--- config.mk ---
export PLATFORM = sky130hd
export DESIGN_NAME = univ_shift_reg
export DESIGN_NICKNAME = d
export VERILOG_FILES = /design/src/rtl/shift_pkg.sv /design/src/rtl/usr_bit_slice.sv /design/src/rtl/univ_shift_reg.sv
export SDC_FILE = /design/constraint.sdc
export NUM_CORES = 1
export LEC_CHECK = 0
export BUFFER_PORTS_ARGS = -buffer_cell sky130_fd_sc_hd__buf_2
export CAP_MARGIN = 20
export CORE_MARGIN = 5
export CORE_UTILIZATION = 47
export CTS_CLUSTER_DIAMETER = 100
export CTS_CLUSTER_SIZE = 30
export DETAILED_ROUTE_END_ITERATION = 8
export PLACE_DENSITY = 0.86
export SLEW_MARGIN = 20
export SYNTH_ARGS = -nofsm -noshare
export SYNTH_HDL_FRONTEND = slang
export SYNTH_SLANG_ARGS = --single-unit
export TNS_END_PERCENT = 30
--- constraint.sdc ---
create_clock -name Clock -period 2.5 [get_ports Clock]
set_input_delay 0.75 -clock Clock [delete_from_list [all_inputs] [get_ports Clock]]
set_output_delay 0.75 -clock Clock [all_outputs]
set_load 0.01 [all_outputs]
--- src/rtl/shift_pkg.sv ---
// Shared mode encodings for the universal shift register and its bench.
package shift_pkg;

    localparam int unsigned MODE_W = 2;

    localparam logic [MODE_W-1:0] MODE_HOLD = 2'b00;
    localparam logic [MODE_W-1:0] MODE_SHL  = 2'b01;
    localparam logic [MODE_W-1:0] MODE_SHR  = 2'b10;
    localparam logic [MODE_W-1:0] MODE_LOAD = 2'b11;

endpackage

--- src/rtl/usr_bit_slice.sv ---
// One storage bit of the universal shift register: 4:1 mux in front of a flop.
module usr_bit_slice
    import shift_pkg::*;
(
    input  logic              clk,
    input  logic              rst,
    input  logic [MODE_W-1:0] mode,
    input  logic              shl_in,
    input  logic              shr_in,
    input  logic              d,
    output logic              q
);

    always_ff @(posedge clk) begin
        if (rst) begin
            q <= 1'b0;
        end else begin
            case (mode)
                MODE_SHL:  q <= shl_in;
                MODE_SHR:  q <= shr_in;
                MODE_LOAD: q <= d;
                default:   q <= q;
            endcase
        end
    end

endmodule

--- src/rtl/univ_shift_reg.sv ---
// Universal shift register with hold/shift-left/shift-right/load, saturating shift counter
// and Done/Empty status. Optional macro ROTATE_EN adds a Rotate input for circular shifts.
module univ_shift_reg
    import shift_pkg::*;
#(
    parameter  int unsigned WIDTH = 8,
    localparam int unsigned CNT_W = $clog2(WIDTH + 1)
) (
    input  logic              Clock,
    input  logic              Reset,
    input  logic              Enable,
    input  logic [MODE_W-1:0] Mode,
    input  logic              SerInL,
    input  logic              SerInR,
    input  logic [WIDTH-1:0]  D,
`ifdef ROTATE_EN
    input  logic              Rotate,
`endif
    output logic [WIDTH-1:0]  Q,
    output logic              SerOutL,
    output logic              SerOutR,
    output logic [CNT_W-1:0]  ShiftCnt,
    output logic              Empty,
    output logic              Done
);

    localparam logic [CNT_W-1:0] CNT_FULL = CNT_W'(WIDTH);
    localparam logic [CNT_W-1:0] CNT_LAST = CNT_W'(WIDTH - 1);

    logic [MODE_W-1:0] eff_mode;
    logic              fill_l;
    logic              fill_r;
    logic [WIDTH-1:0]  shl_src;
    logic [WIDTH-1:0]  shr_src;
    logic              is_shift;

    // Enable low collapses every mode to hold so the slices and counter agree.
    assign eff_mode = Enable ? Mode : MODE_HOLD;
    assign is_shift = (eff_mode == MODE_SHL) || (eff_mode == MODE_SHR);

`ifdef ROTATE_EN
    assign fill_l = Rotate ? Q[WIDTH-1] : SerInL;
    assign fill_r = Rotate ? Q[0]       : SerInR;
`else
    assign fill_l = SerInL;
    assign fill_r = SerInR;
`endif

    assign shl_src = {Q[WIDTH-2:0], fill_l};
    assign shr_src = {fill_r, Q[WIDTH-1:1]};

    for (genvar i = 0; i < WIDTH; i++) begin : g_slice
        usr_bit_slice u_slice (
            .clk    (Clock),
            .rst    (Reset),
            .mode   (eff_mode),
            .shl_in (shl_src[i]),
            .shr_in (shr_src[i]),
            .d      (D[i]),
            .q      (Q[i])
        );
    end

    // Shift counter saturates at WIDTH; Done marks the shift that reaches it.
    always_ff @(posedge Clock) begin
        if (Reset) begin
            ShiftCnt <= CNT_FULL;
            Done     <= 1'b0;
        end else begin
            Done <= 1'b0;
            if (eff_mode == MODE_LOAD) begin
                ShiftCnt <= '0;
            end else if (is_shift) begin
                if (ShiftCnt != CNT_FULL) begin
                    ShiftCnt <= ShiftCnt + CNT_W'(1);
                end
                Done <= (ShiftCnt == CNT_LAST);
            end
        end
    end

    assign SerOutL = Q[WIDTH-1];
    assign SerOutR = Q[0];
    assign Empty   = (ShiftCnt == CNT_FULL);

endmodule

==> flow_summary.rst <==
.. list-table::
   :header-rows: 1

   * - Metric
     - Value
   * - Post-cts gate resize count
     - 0
   * - CTS sink cnt
     - 13
   * - Clock transition time at the flip-flop clock pins of the worst setup and hold paths
     - roughly 0.080 ns
   * - Synth-to-layout area growth
     - 11.90%
   * - Final total power
     - ~440 uW
   * - Ratio of routed vias to standard cells
     - between 5 and 6
   * - Min-Delay Path Class
     - reg2reg
   * - Leading cell types in the layout, fill and taps excluded
     - 30 x sky130_fd_sc_hd__buf_2, 18 x sky130_fd_sc_hd__a21oi_1, 13 x sky130_fd_sc_hd__dfxtp_1
   * - Global-route wire length before repair
     - ~3200 microns
   * - Post-placement worst setup slack
     - approximately 0.18 ns
   * - Final slew viol count
     - 0
   * - Final Hold Viols
     - 0
   * - Cell area after layout
     - between 900 and 1000 sq um
   * - Average wire per cell in the routed design
     - 13.97 microns
   * - Kind of cell adding the most delay to the critical path
     - flip-flops
   * - Ratio of cells with drive above 1 in the final layout
     - ~30%
   * - Crit path kind
     - reg2out
   * - Relative slew slack
     - around three fifths
   * - Row count
     - 15
   * - Number of setup violations in the final report
     - 0
   * - Top Ports
     - 31
   * - Post-Route Setup TNS
     - 0 ns
   * - Number of iterations in the first detailed-routing pass
     - 5
   * - Static leakage
     - roughly 0.0004 uW
   * - TritonCTS clock tree
     - yes
   * - Highest ir drop seen on vdd
     - between 0.2 and 0.3 mV
   * - Post-synthesis cell type count
     - 27
   * - Post-Place Cells
     - between 100 and 150
   * - Clock Latency Late Sink
     - ~0.28 ns
   * - Bufs on Longest Clock Path
     - 2
   * - Final wirelength
     - 1984 microns
   * - Largest area contributor in the synthesized netlist
     - sky130_fd_sc_hd__dfxtp_1
   * - Root buf cell
     - sky130_fd_sc_hd__clkbuf_4
   * - Detailed Place HPWL
     - 1519 microns
   * - Placed cell areas
     - between 900 and 1000 sq um
   * - Number of hold buffers added after cts
     - 0
   * - Post-synthesis async set-or-reset flop share
     - 0%
   * - Largest fanout on the critical path
     - 7
   * - Number of enable-type register cells in the synthesized netlist
     - 0
   * - First DRT Iteration DRCs
     - 26
   * - Largest net degree at the start of global routing
     - 19
   * - Share of the yosys chip area belonging to registers
     - a little under a third
   * - Vert. Die Dim
     - ~52 microns
   * - Max Clock Skew
     - approximately 0.00094 ns
   * - Critical path capture point type
     - output port
   * - Initial Utilization
     - 48.64%
   * - Total die area
     - 2709 sq um
   * - Maximum level of the CTS H-tree
     - 1
   * - Top flip-flop cell by instance count after synthesis
     - sky130_fd_sc_hd__dfxtp_1
   * - Syn Area/Cell
     - roughly 8.4 sq um
   * - Crit path arrival time
     - 1.36 ns
   * - Vias
     - between 700 and 800
   * - # diodes
     - 0
   * - Largest cells by area after synthesis
     - sky130_fd_sc_hd__dfxtp_1 31%, sky130_fd_sc_hd__a21oi_1 11%, sky130_fd_sc_hd__a211o_1 9.5%
   * - Slew at the pin closest to its max-slew limit
     - roughly 0.6 ns
   * - RSZ-0062 raised after global routing
     - false
   * - Number of buffer and inverter stages on the critical path
     - 2
   * - YS warnings
     - 0
   * - Gr ovfl total
     - 0
   * - Post-synth top area share
     - between 30% and 40%
   * - Number of remaining DRC errors
     - 0
   * - Post-synthesis cell area
     - 830.8 sq um
   * - Most common cell after layout, fill and taps aside
     - sky130_fd_sc_hd__buf_2
   * - Number of buffers inserted by post-CTS setup repair
     - 0
   * - CP max stage delay
     - around 0.42 ns
   * - Setup WS post-layout
     - approximately 0.39 ns
   * - #FFs+latches synth
     - 13
   * - Power density relative to cell area
     - about 470 nW/um^2
   * - Number of maximum-capacitance violations
     - 0
   * - Final Non-Filler Cells
     - between 100 and 150
   * - Number of antenna violations at the first check in global routing
     - 0
   * - Number of buffers created by CTS
     - 3
   * - Final critical delay including setup and external delays
     - roughly 2.1 ns
   * - Top achievable clock speed
     - ~470 MHz
   * - DIE WIDTH
     - around 52 microns
   * - Placer congestion estimate
     - about 0.84
   * - Cell Chain, Critical Path
     - inv_1 -> ha_1 -> and3b_1 -> buf_2
   * - Global-route usage over all layers
     - between 10% and 20%
   * - Number of nets at the end of the flow
     - 138
   * - Vias in the first global route
     - about 740
   * - Count of mapped cells out of synthesis
     - 99
   * - Final critical-path share of the clock period
     - ~84%
   * - Run status
     - complete, no violations
   * - Critical path required time
     - 1.75 ns
   * - Standard cell core area
     - ~1700 sq um
   * - Port Buffer Count
     - 30
   * - Count of antenna-violating nets left after detailed routing
     - 0
   * - Startpoint Class
     - register
   * - Number of nets in the synthesized netlist
     - between 100 and 150
   * - Master of the slowest instance on the critical path
     - sky130_fd_sc_hd__dfxtp_1
==> path summary, 6_finish.rpt <==
| path | to | slack (ns) | cells after the start | from |
|---|---|---|---|---|
| hold reg to reg | g_slice[6].u_slice.q | 0.51 | 2 | g_slice[6].u_slice.q |
| setup reg to reg | ShiftCnt[1] | 1.04 | 5 | ShiftCnt[0] |
| hold / removal | g_slice[6].u_slice.q | 0.51 | 2 | g_slice[6].u_slice.q |
| setup / recovery | Empty | 0.39 | 4 | ShiftCnt[0] |
==> worst reg2reg max path: stages, from the launching register on <==
cell                      delay (ns)
sky130_fd_sc_hd__dfxtp_1        0.42
sky130_fd_sc_hd__inv_1          0.07
sky130_fd_sc_hd__ha_1           0.20
sky130_fd_sc_hd__and3b_1        0.23
sky130_fd_sc_hd__or3b_1         0.36
sky130_fd_sc_hd__a21oi_1        0.12
==> flip-flops by register name, summed over array words and instances, names as in the netlist <==
| signal | cells |
|---|---|
| ShiftCnt | 4 |
| g_slice.u_slice.q | 8 |
| Done | 1 |
==> stage by stage <==
stage / hold slack (ns) / util, %
after floorplan: 0.4601 / -
after global placement: 0.4869 / 52.89
after detailed placement: 0.4990 / 52.89
after CTS: 0.5087 / 54.43
after global routing: 0.5280 / 54.43
final: 0.5062 / 54.43
==> layer usage <==
| metal | up-vias | global-route usage (%) | wire length (microns) |
|---|---|---|---|
| met5 | - | 0 | 0 |
| met4 | 0 | 8.734 | 34 |
| met3 | 5 | 4.298 | 144 |
| met2 | 32 | 26.57 | 1039 |
| met1 | 370 | 17.45 | 765 |
| li1 | 380 | - | - |
==> power breakdown <==
part | total [uW] | internal (uW) | switching (uW)
Clock | 130 | 61.9 | 68.3
Sequential | 223 | 215 | 7.96
Combinational | 83.5 | 36.4 | 47.0
==> synth_stat cells, drive strengths merged, types with 2 or more instances <==
| cell | instances |
|---|---|
| xnor2 | 2 |
| inv | 4 |
| buf | 14 |
| o21ai | 2 |
| nand2 | 9 |
| dfxtp | 13 |
| a211o | 9 |
| a21oi | 18 |
| a22oi | 8 |
| clkbuf | 3 |
| ha | 5 |
==> layout make-up <==
type	count	area (sq um)
Clock buffer	4	26.28
Fill cell	172	778.2
Inverter	4	15.01
Multi-Input combinational cell	65	439.2
Sequential cell	13	260.3
Tap cell	25	31.28
Timing Repair Buffer	31	157.7
==> cells by family after synthesis <==
kind of cell    synth area share (%)
compound gates                 29.67
simple gates                   13.56
xor+xnor                       2.109
buf+inv                        15.81
fa+ha+maj                      7.530
flops                          31.33
Power figures use the tool's default switching activity.
